**src/rtl/equal_precision_freq_meter.sv**
```systemverilog
`default_nettype none
// +----------------------------------------------------------------------------+
// | Module : equal_precision_freq_meter                                        |
// | Brief  : Equal-precision frequency meter; gate opens/closes on clk_fx edges |
// | Rev    : 1.0  initial release                                              |
// +----------------------------------------------------------------------------+
module equal_precision_freq_meter #(
    parameter int GATE_CYCLES    = 50_000_000,
    parameter int TIMEOUT_CYCLES = 100_000_000,
    parameter int CNT_W          = 32,
    parameter int AUTO_RESTART   = 0
) (
    input  logic             sys_clk,
    input  logic             rst_n,
    input  logic             clk_fx,
    input  logic             start,
    output logic             busy,
    output logic             meas_valid,
    output logic [CNT_W-1:0] fx_cnt,
    output logic [CNT_W-1:0] fs_cnt,
    output logic             err_timeout,
    output logic             err_ovf
);

    localparam int GATE_W = (GATE_CYCLES > 1) ? $clog2(GATE_CYCLES) : 1;
    localparam int TMO_W  = (TIMEOUT_CYCLES > 1) ? $clog2(TIMEOUT_CYCLES) : 1;

    localparam logic [GATE_W-1:0] c_gate_last = GATE_W'(GATE_CYCLES - 1);
    localparam logic [TMO_W-1:0]  c_tmo_last  = TMO_W'(TIMEOUT_CYCLES - 1);
    localparam logic [CNT_W-1:0]  c_cnt_one   = CNT_W'(1);
    localparam logic [GATE_W-1:0] c_gate_one  = GATE_W'(1);
    localparam logic [TMO_W-1:0]  c_tmo_one   = TMO_W'(1);

    typedef enum logic [2:0] {
        S_IDLE       = 3'd0,
        S_WAIT_OPEN  = 3'd1,
        S_GATE       = 3'd2,
        S_WAIT_CLOSE = 3'd3,
        S_DONE       = 3'd4
    } state_t;

    state_t             r_state, w_state_nxt;
    logic               r_s1, r_s2, r_s3;
    logic [CNT_W-1:0]   r_fs, r_fx, w_fs_nxt, w_fx_nxt;
    logic [GATE_W-1:0]  r_gate, w_gate_nxt;
    logic [TMO_W-1:0]   r_wait, w_wait_nxt;
    logic               w_fx_rise, w_fs_full;
    logic               w_publish, w_tmo, w_ovf;
    logic               r_meas_valid, r_err_timeout, r_err_ovf;
    logic [CNT_W-1:0]   r_fx_cnt, r_fs_cnt;

    assign w_fx_rise = r_s2 & ~r_s3;
    assign w_fs_full = &r_fs;

    always_comb begin
        w_state_nxt = r_state;
        w_fs_nxt    = r_fs;
        w_fx_nxt    = r_fx;
        w_gate_nxt  = r_gate;
        w_wait_nxt  = r_wait;
        w_publish   = 1'b0;
        w_tmo       = 1'b0;
        w_ovf       = 1'b0;
        case (r_state)
            S_IDLE: begin
                if (start) begin
                    w_state_nxt = S_WAIT_OPEN;
                    w_wait_nxt  = '0;
                end
            end
            S_WAIT_OPEN: begin
                if (w_fx_rise) begin
                    w_state_nxt = S_GATE;
                    w_fs_nxt    = '0;
                    w_fx_nxt    = '0;
                    w_gate_nxt  = '0;
                end else if (r_wait == c_tmo_last) begin
                    w_state_nxt = S_IDLE;
                    w_tmo       = 1'b1;
                end else begin
                    w_wait_nxt  = r_wait + c_tmo_one;
                end
            end
            S_GATE: begin
                if (w_fs_full) begin
                    w_state_nxt = S_IDLE;
                    w_ovf       = 1'b1;
                end else begin
                    w_fs_nxt   = r_fs + c_cnt_one;
                    w_gate_nxt = r_gate + c_gate_one;
                    if (w_fx_rise) w_fx_nxt = r_fx + c_cnt_one;
                    // A rise on the final gate cycle is counted but cannot close the gate.
                    if (r_gate == c_gate_last) begin
                        w_state_nxt = S_WAIT_CLOSE;
                        w_wait_nxt  = '0;
                    end
                end
            end
            S_WAIT_CLOSE: begin
                if (w_fs_full) begin
                    w_state_nxt = S_IDLE;
                    w_ovf       = 1'b1;
                end else begin
                    w_fs_nxt = r_fs + c_cnt_one;
                    if (w_fx_rise) begin
                        w_fx_nxt    = r_fx + c_cnt_one;
                        w_state_nxt = S_DONE;
                        w_publish   = 1'b1;
                    end else if (r_wait == c_tmo_last) begin
                        w_state_nxt = S_IDLE;
                        w_tmo       = 1'b1;
                    end else begin
                        w_wait_nxt  = r_wait + c_tmo_one;
                    end
                end
            end
            S_DONE: begin
                w_state_nxt = (AUTO_RESTART != 0) ? S_WAIT_OPEN : S_IDLE;
                w_wait_nxt  = '0;
            end
            default: w_state_nxt = S_IDLE;
        endcase
    end

    always_ff @(posedge sys_clk or negedge rst_n) begin
        if (!rst_n) begin
            r_state       <= S_IDLE;
            r_s1          <= 1'b0;
            r_s2          <= 1'b0;
            r_s3          <= 1'b0;
            r_fs          <= '0;
            r_fx          <= '0;
            r_gate        <= '0;
            r_wait        <= '0;
            r_meas_valid  <= 1'b0;
            r_err_timeout <= 1'b0;
            r_err_ovf     <= 1'b0;
            r_fx_cnt      <= '0;
            r_fs_cnt      <= '0;
        end else begin
            r_state       <= w_state_nxt;
            r_s1          <= clk_fx;
            r_s2          <= r_s1;
            r_s3          <= r_s2;
            r_fs          <= w_fs_nxt;
            r_fx          <= w_fx_nxt;
            r_gate        <= w_gate_nxt;
            r_wait        <= w_wait_nxt;
            r_meas_valid  <= w_publish;
            r_err_timeout <= w_tmo;
            r_err_ovf     <= w_ovf;
            // Results move only on a clean close, so aborts leave the last result visible.
            if (w_publish) begin
                r_fx_cnt <= w_fx_nxt;
                r_fs_cnt <= w_fs_nxt;
            end
        end
    end

    assign busy        = (r_state != S_IDLE);
    assign meas_valid  = r_meas_valid;
    assign err_timeout = r_err_timeout;
    assign err_ovf     = r_err_ovf;
    assign fx_cnt      = r_fx_cnt;
    assign fs_cnt      = r_fs_cnt;

endmodule
`default_nettype wire

```
**config.mk**
```make
export PLATFORM = sky130hd
export DESIGN_NAME = equal_precision_freq_meter
export DESIGN_NICKNAME = d
export VERILOG_FILES = /design/src/rtl/equal_precision_freq_meter.sv
export SDC_FILE = /design/constraint.sdc
export NUM_CORES = 1
export LEC_CHECK = 0
export BUFFER_PORTS_ARGS = -buffer_cell sky130_fd_sc_hd__buf_4
export CAP_MARGIN = 15
export CORE_ASPECT_RATIO = 1.5
export CORE_MARGIN = 4
export CORE_UTILIZATION = 55
export CTS_BUF_LIST = sky130_fd_sc_hd__clkbuf_16
export DETAILED_ROUTE_END_ITERATION = 16
export PLACE_DENSITY_LB_ADDON = 0.15
export SLEW_MARGIN = 20
export SYNTH_ARGS = -nofsm -noshare
export SYNTH_HDL_FRONTEND = slang
export SYNTH_SLANG_ARGS = --single-unit
```
**constraint.sdc**
```tcl
create_clock -name sys_clk -period 2.67 [get_ports sys_clk]
set_clock_uncertainty 0.2 [all_clocks]
set_input_delay 0.801 -clock sys_clk [delete_from_list [all_inputs] [get_ports sys_clk]]
set_output_delay 0.801 -clock sys_clk [all_outputs]
set_load 0.02 [all_outputs]
```
# Word level (Yosys, flattened, before mapping)
# Index checks and enable logic that the tools add are counted.
dict set report totals {
  regBits 190
  latch_bits 0
  mem_bits_rw 0
  mem_bits_ro 0
  inputBits 4
  output_inout_bits 68
  elab_cells 74
  mem_count 0
}
dict set report op_classes {
  add_sub_neg 4
  multipliers 0
  div_mod_pow 0
  n_lt_le_gt_ge 0
  n_eq_ne 12
  shift 0
  n_mux 34
  n_bitwise 2
  n_reduce_logical 9
}
# cell n
set op_table {}
lappend op_table {{$mux W27} 6}
lappend op_table {{$mux W32} 5}
lappend op_table {{$pmux W27 S5} 1}
lappend op_table {{$pmux W32 S2} 2}
lappend op_table {{$add A32 B1 Y32 const B} 2}
lappend op_table {{$mux W26} 2}
lappend op_table {{$pmux W26 S2} 1}
lappend op_table {{$reduce_and A32 Y1} 1}
lappend op_table {{$add A27 B1 Y27 const B} 1}
lappend op_table {{$eq A27 B27 Y1 const B} 1}
lappend op_table {{$add A26 B1 Y26 const B} 1}
lappend op_table {{$eq A26 B26 Y1 const B} 1}
lappend op_table {{$mux W3} 7}
lappend op_table {{$pmux W3 S4} 1}
lappend op_table {{$ne A2 B2 Y1 const B} 5}
lappend op_table {{$mux W1} 8}
lappend op_table {{$eq A3 B2 Y1 const B} 2}
lappend op_table {{$reduce_and A5 Y1} 1}
lappend op_table {{$reduce_bool A5 Y1} 1}
lappend op_table {{$eq A3 B1 Y1 const B} 1}
lappend op_table {{$eq A3 B3 Y1 const B} 1}
lappend op_table {{$logic_not A3 Y1} 1}
lappend op_table {{$ne A3 B3 Y1 const B} 1}
lappend op_table {{$reduce_and A3 Y1} 1}
lappend op_table {{other kinds (7)} 7}

# Depth between registers and ports, before layout
dict set report depth {
  depth_word 5
  depth_mapped 9
  mapped_depth_nobuf 8
}

# Worst setup path after synthesis
# OpenSTA, ideal clock, no wires.
dict set report synth_path {
  path_kind {register -> register}
  from {reg r_fs[0]}
  to {reg r_fx_cnt[10], in the netlist fx_cnt[10]}
  setup_time_ns 0.125
  arrival_time_ns 2.246
  required_time_ns 2.345
  slack_ns 0.099
  path_stages_with_launch 8
  path_buffers 1
  period_less_slack_ns 2.571
  cell_sequence {dfrtp_1 > ha_1 > nand4_4 > or4_4 > o31ai_4 > buf_4 > o41ai_1 > mux2_2}
}
dict set report synth_via {
  elab_chain_cells 3
  elab_cells_between_ends 5
  cone_classes {mux (4); reduce/logical (1)}
}
# element line_no
set synth_lines {}
lappend synth_lines {{start: declaration} 44} ;# logic [CNT_W-1:0] r_fs, r_fx, w_fs_nxt, w_fx_nxt;
lappend synth_lines {{start signal: assignment} 145} ;# r_fs <= w_fs_nxt;
lappend synth_lines {{$reduce_and A32 Y1} 53} ;# assign w_fs_full = &r_fs;
lappend synth_lines {{$mux W32} 85} ;# if (w_fs_full) begin
lappend synth_lines {{$pmux W32 S2} 64} ;# case (r_state)
lappend synth_lines {{net w_fx_nxt[10]} 44}
lappend synth_lines {{end signal: assignment} 154} ;# r_fx_cnt <= w_fx_nxt;
lappend synth_lines {{end: declaration} 50} ;# logic [CNT_W-1:0] r_fx_cnt, r_fs_cnt;
# The timed path passes the listed nets, and every way through them passes these cells.
# A chain may end at the register's enable or synchronous reset.

# Worst setup path after layout
dict set report layout_path {
  from {reg r_state[0]}
  to {out busy}
}
dict set report layout_via {
  elab_chain_cells 1
}
# element line_no
set layout_lines {}
lappend layout_lines {{start: declaration} 42} ;# state_t r_state, w_state_nxt;
lappend layout_lines {{start signal: assignment} 141} ;# r_state <= w_state_nxt;
lappend layout_lines {{$reduce_bool A3 Y1} 160} ;# assign busy = (r_state != S_IDLE);
lappend layout_lines {{end: declaration} 17} ;# output logic busy,
# No other way between the ends.

==> metrics.cfg <==
[drt]
drtAntennaViolNets = 0
drc_errors = 0
drt-total-wl_mm = 25.1
num_vias = 8318
drt_pass1_iterations = 5
via_per_inst = 6.17
wl_per_cell_um = 18.6
drt_iter0_markers = 705

[yosys]
syn-cell-area_um2 = 9670
syn-num-nets = 1006
ys_ff_latch = 190
synth_edf_count = 0
synth_flop_cell = dfrtp_1
syn_avg_cell_area_um2 = 9.70
synthDistinctLibCells = 71
ys_seq_area_share_pct = 49.2
syn-instance-count = 997
yosys_warnings = 0
synth-async-reset-ratio_pct = 100

[global_route]
grt_overflow = 0
track_usage_pct = 26.1
grt_max_degree = 120
first_global_vias = 8130
grt_antenna_before_repair = 0
grt_pass1_wl_mm = 41.3

[floorplanning]
die_w_um = 116
core_um2 = 17300
start_util_pct = 55.7
dieArea_um2 = 19800
io-pin-count = 72
rows = 59
die_h_um = 170

[worst_setup_path]
crit_type = flip-flop to output port
crit_path_end_kind = output port
regToRegSetupSlack_ns = 0.07
cp.arrival_ns = 1.62
slowest_stage = dfrtp_1
crit_buf_inv = 2
path_delay_family = flip-flops
start_kind = flip-flop
worstPathCellList = buf_6 > or3_4 > buf_4
cp_max_fo = 14
crit_required_ns = 1.67
cpPeakStageDelay_ns = 0.43

[timing]
fmax_ghz = 0.381
setup_slack_ns = 0.0450
finalCriticalPeriod_ns = 2.62
period_share_pct = 98.3
finalSetupViolCount = 0
worst_slew_pin_slew_ns = 0.680
slew-limit-headroom_pct = 54.3
finalHoldViolations = 0
drv_slew = 0

[clock_network]
clockBufferDepth = 2
cts-htree-levels = 4
cts_tree = built
cts_root_buf = clkbuf_16
clk_pin_slew_ns = 0.07
cts_buffers = 17
insertion_delay_ns = 0.45
clock_sinks = 190

[placement]
port_buffers = 71
pre_cts_ws_ns = 0.00119
placed_cell_area_um2 = 10900
dp_hpwl_mm = 17.3
place_congestion = 0.921

[layout]
final_core_util_pct = 66.9
fin_nets = 1131
antennaDiodeCount = 0
drive_above_1_share_pct = 21.7
design_area_um2 = 11600
fillers = 1429
syn2layout_area_growth_pct = 20.0

[power_and_ir_drop]
peakVddDrop_uv = 722
p_total_w = 0.00889
powerDensity_nw_per_um2 = 766
p_leak_nw = 5.20

[run_status]
outcome = finished clean

[job]
drv_cap = 0

[hold_path]
min_path_type = input pin to async pin

## area by class of cell
cell class	instances	area, um2	area share (%)
Sequential cell	190	4760	41.0
Timing Repair Buffer	162	1280	11.1
Inverter	17	63.8	0.550
Clock buffer	17	425	3.67
Tap cell	213	267	2.30
Clock inverter	15	151	1.31
Multi-Input combinational cell	734	4650	40.1
## sequential cells by signal, summed over array words and instances (netlist names)
name and cells:
fs_cnt 32, fx_cnt 32, r_fs 32, r_fx 32
r_wait 27, r_gate 26, r_state 3, err_ovf 1
err_timeout 1, meas_valid 1, r_s1 1, r_s2 1
r_s3 1
## cells in the final DEF (no fill, tap or decap), drive strengths merged, types with 4 or more instances in the layout
cell type  instances
o2111ai            6
clkinv             6
a21o               8
nand2b             5
or2                4
o41ai              7
nand3             46
a31oi             21
and2              12
nor4b              6
nand3b             4
clkbuf            18
nor2              84
and3              20
o31ai             16
a41oi              4
o21ai             81
mux2i              6
or3               15
o21a               4
nand2             98
nand4             41
xnor2             11
dfrtp            190
o311ai             8
or4               13
mux2              36
inv               25
xor2              23
ha                 5
o211ai            21
and4              12
nor3              28
nor4              15
buf              161
a21oi             43
nor2b              4
## layer usage
layer | share of wire [%] | wire length, um | track usage [%]
met1 | 42 | 10600 | 34.2
met2 | 51 | 12700 | 44.1
met3 | 4.3 | 1070 | 4.02
met4 | 2.8 | 699 | 8.93
met5 | 0 | 0 | 0
## through the flow
step / hold slack [ns] / TNS (ns) / std cells
after floorplan: 0.131 / 0 / 997
after global placement: 0.188 / 0 / 1308
after detailed placement: 0.198 / 0 / 1308
after CTS: 0.196 / 0 / 1340
after global routing: 0.210 / -0.00783 / 1348
final: 0.163 / 0 / 1348
## where the power goes
| part | total (W) | switching [W] | internal (W) |
|---|---|---|---|
| Sequential | 0.00346 | 0.000267 | 0.00320 |
| Combinational | 0.00291 | 0.00181 | 0.00109 |
| Clock | 0.00252 | 0.00120 | 0.00132 |
| Total | 0.00889 | 0.00328 | 0.00561 |
## synth_stat cells, types with 5 or more instances
library cell | number | share of area [%]
o31ai_1 | 14 | 1.1
nor2_1 | 84 | 3.3
mux2_2 | 20 | 2.3
or4_1 | 11 | 0.85
nor3_1 | 26 | 1.3
o41ai_1 | 7 | 0.63
a21o_1 | 8 | 0.62
mux2_1 | 16 | 1.9
mux2i_1 | 6 | 0.62
and4_1 | 12 | 1.1
or3_1 | 15 | 0.97
o2111ai_1 | 6 | 0.54
o211ai_1 | 21 | 1.6
a21oi_1 | 42 | 2.2
xnor2_1 | 11 | 1.0
inv_1 | 15 | 0.58
xor2_1 | 23 | 2.1
ha_1 | 5 | 0.65
nand2_1 | 98 | 3.8
and2_1 | 12 | 0.78
nand3_1 | 45 | 2.3
o311ai_1 | 6 | 0.54
nor4_1 | 10 | 0.65
dfrtp_1 | 190 | 49
o21ai_0 | 37 | 1.9
nand2b_1 | 5 | 0.32
and3_1 | 20 | 1.3
nor4b_1 | 6 | 0.54
buf_2 | 17 | 0.88
o21ai_1 | 44 | 2.3
clkbuf_1 | 35 | 1.4
a31oi_1 | 20 | 1.3
nand4_1 | 39 | 2.5
## path summary, 6_finish.rpt
| check | from | to | cells after the start |
|---|---|---|---|
| max reg2reg | r_fs[1]$_DFF_PN0_ | fx_cnt[3]$_DFFE_PN0P_ | 9 |
| min | rst_n | r_wait[14]$_DFFE_PN0P_ | 2 |
| max in group asynchronous | rst_n | r_state[1]$_DFFE_PN0P_ | 2 |
| min reg2reg | r_s2$_DFF_PN0_ | r_s3$_DFF_PN0_ | 0 |
| min in group sys_clk | r_s2$_DFF_PN0_ | r_s3$_DFF_PN0_ | 0 |
| max | r_state[0]$_DFFE_PN0P_ | busy | 3 |
## logic make-up (layout without fill, tap and decap cells)
| kind of cell | after synthesis | after routing | share of synthesized area, % |
|---|---|---|---|
| muxes | 42 | 42 | 4.81 |
| and+or+nand+nor | 411 | 411 | 22.6 |
| buffers and inverters | 73 | 211 | 3.17 |
| DFF | 190 | 190 | 49.2 |
| AOI/OAI and AO/OA | 242 | 242 | 16.6 |
| xor gates and xnor gates | 34 | 34 | 3.08 |
| adders and majority gates | 5 | 5 | 0.647 |
## what timing repair did
item                                    CTS  global route
cloned                                    0             1
resized for setup                         3            12
hold buffers                              0             0
setup buffers                             0             9
endpoints found under the setup margin    5            32
pin swaps                                 1            12
No activity file was read; power rests on OpenSTA's default activity.
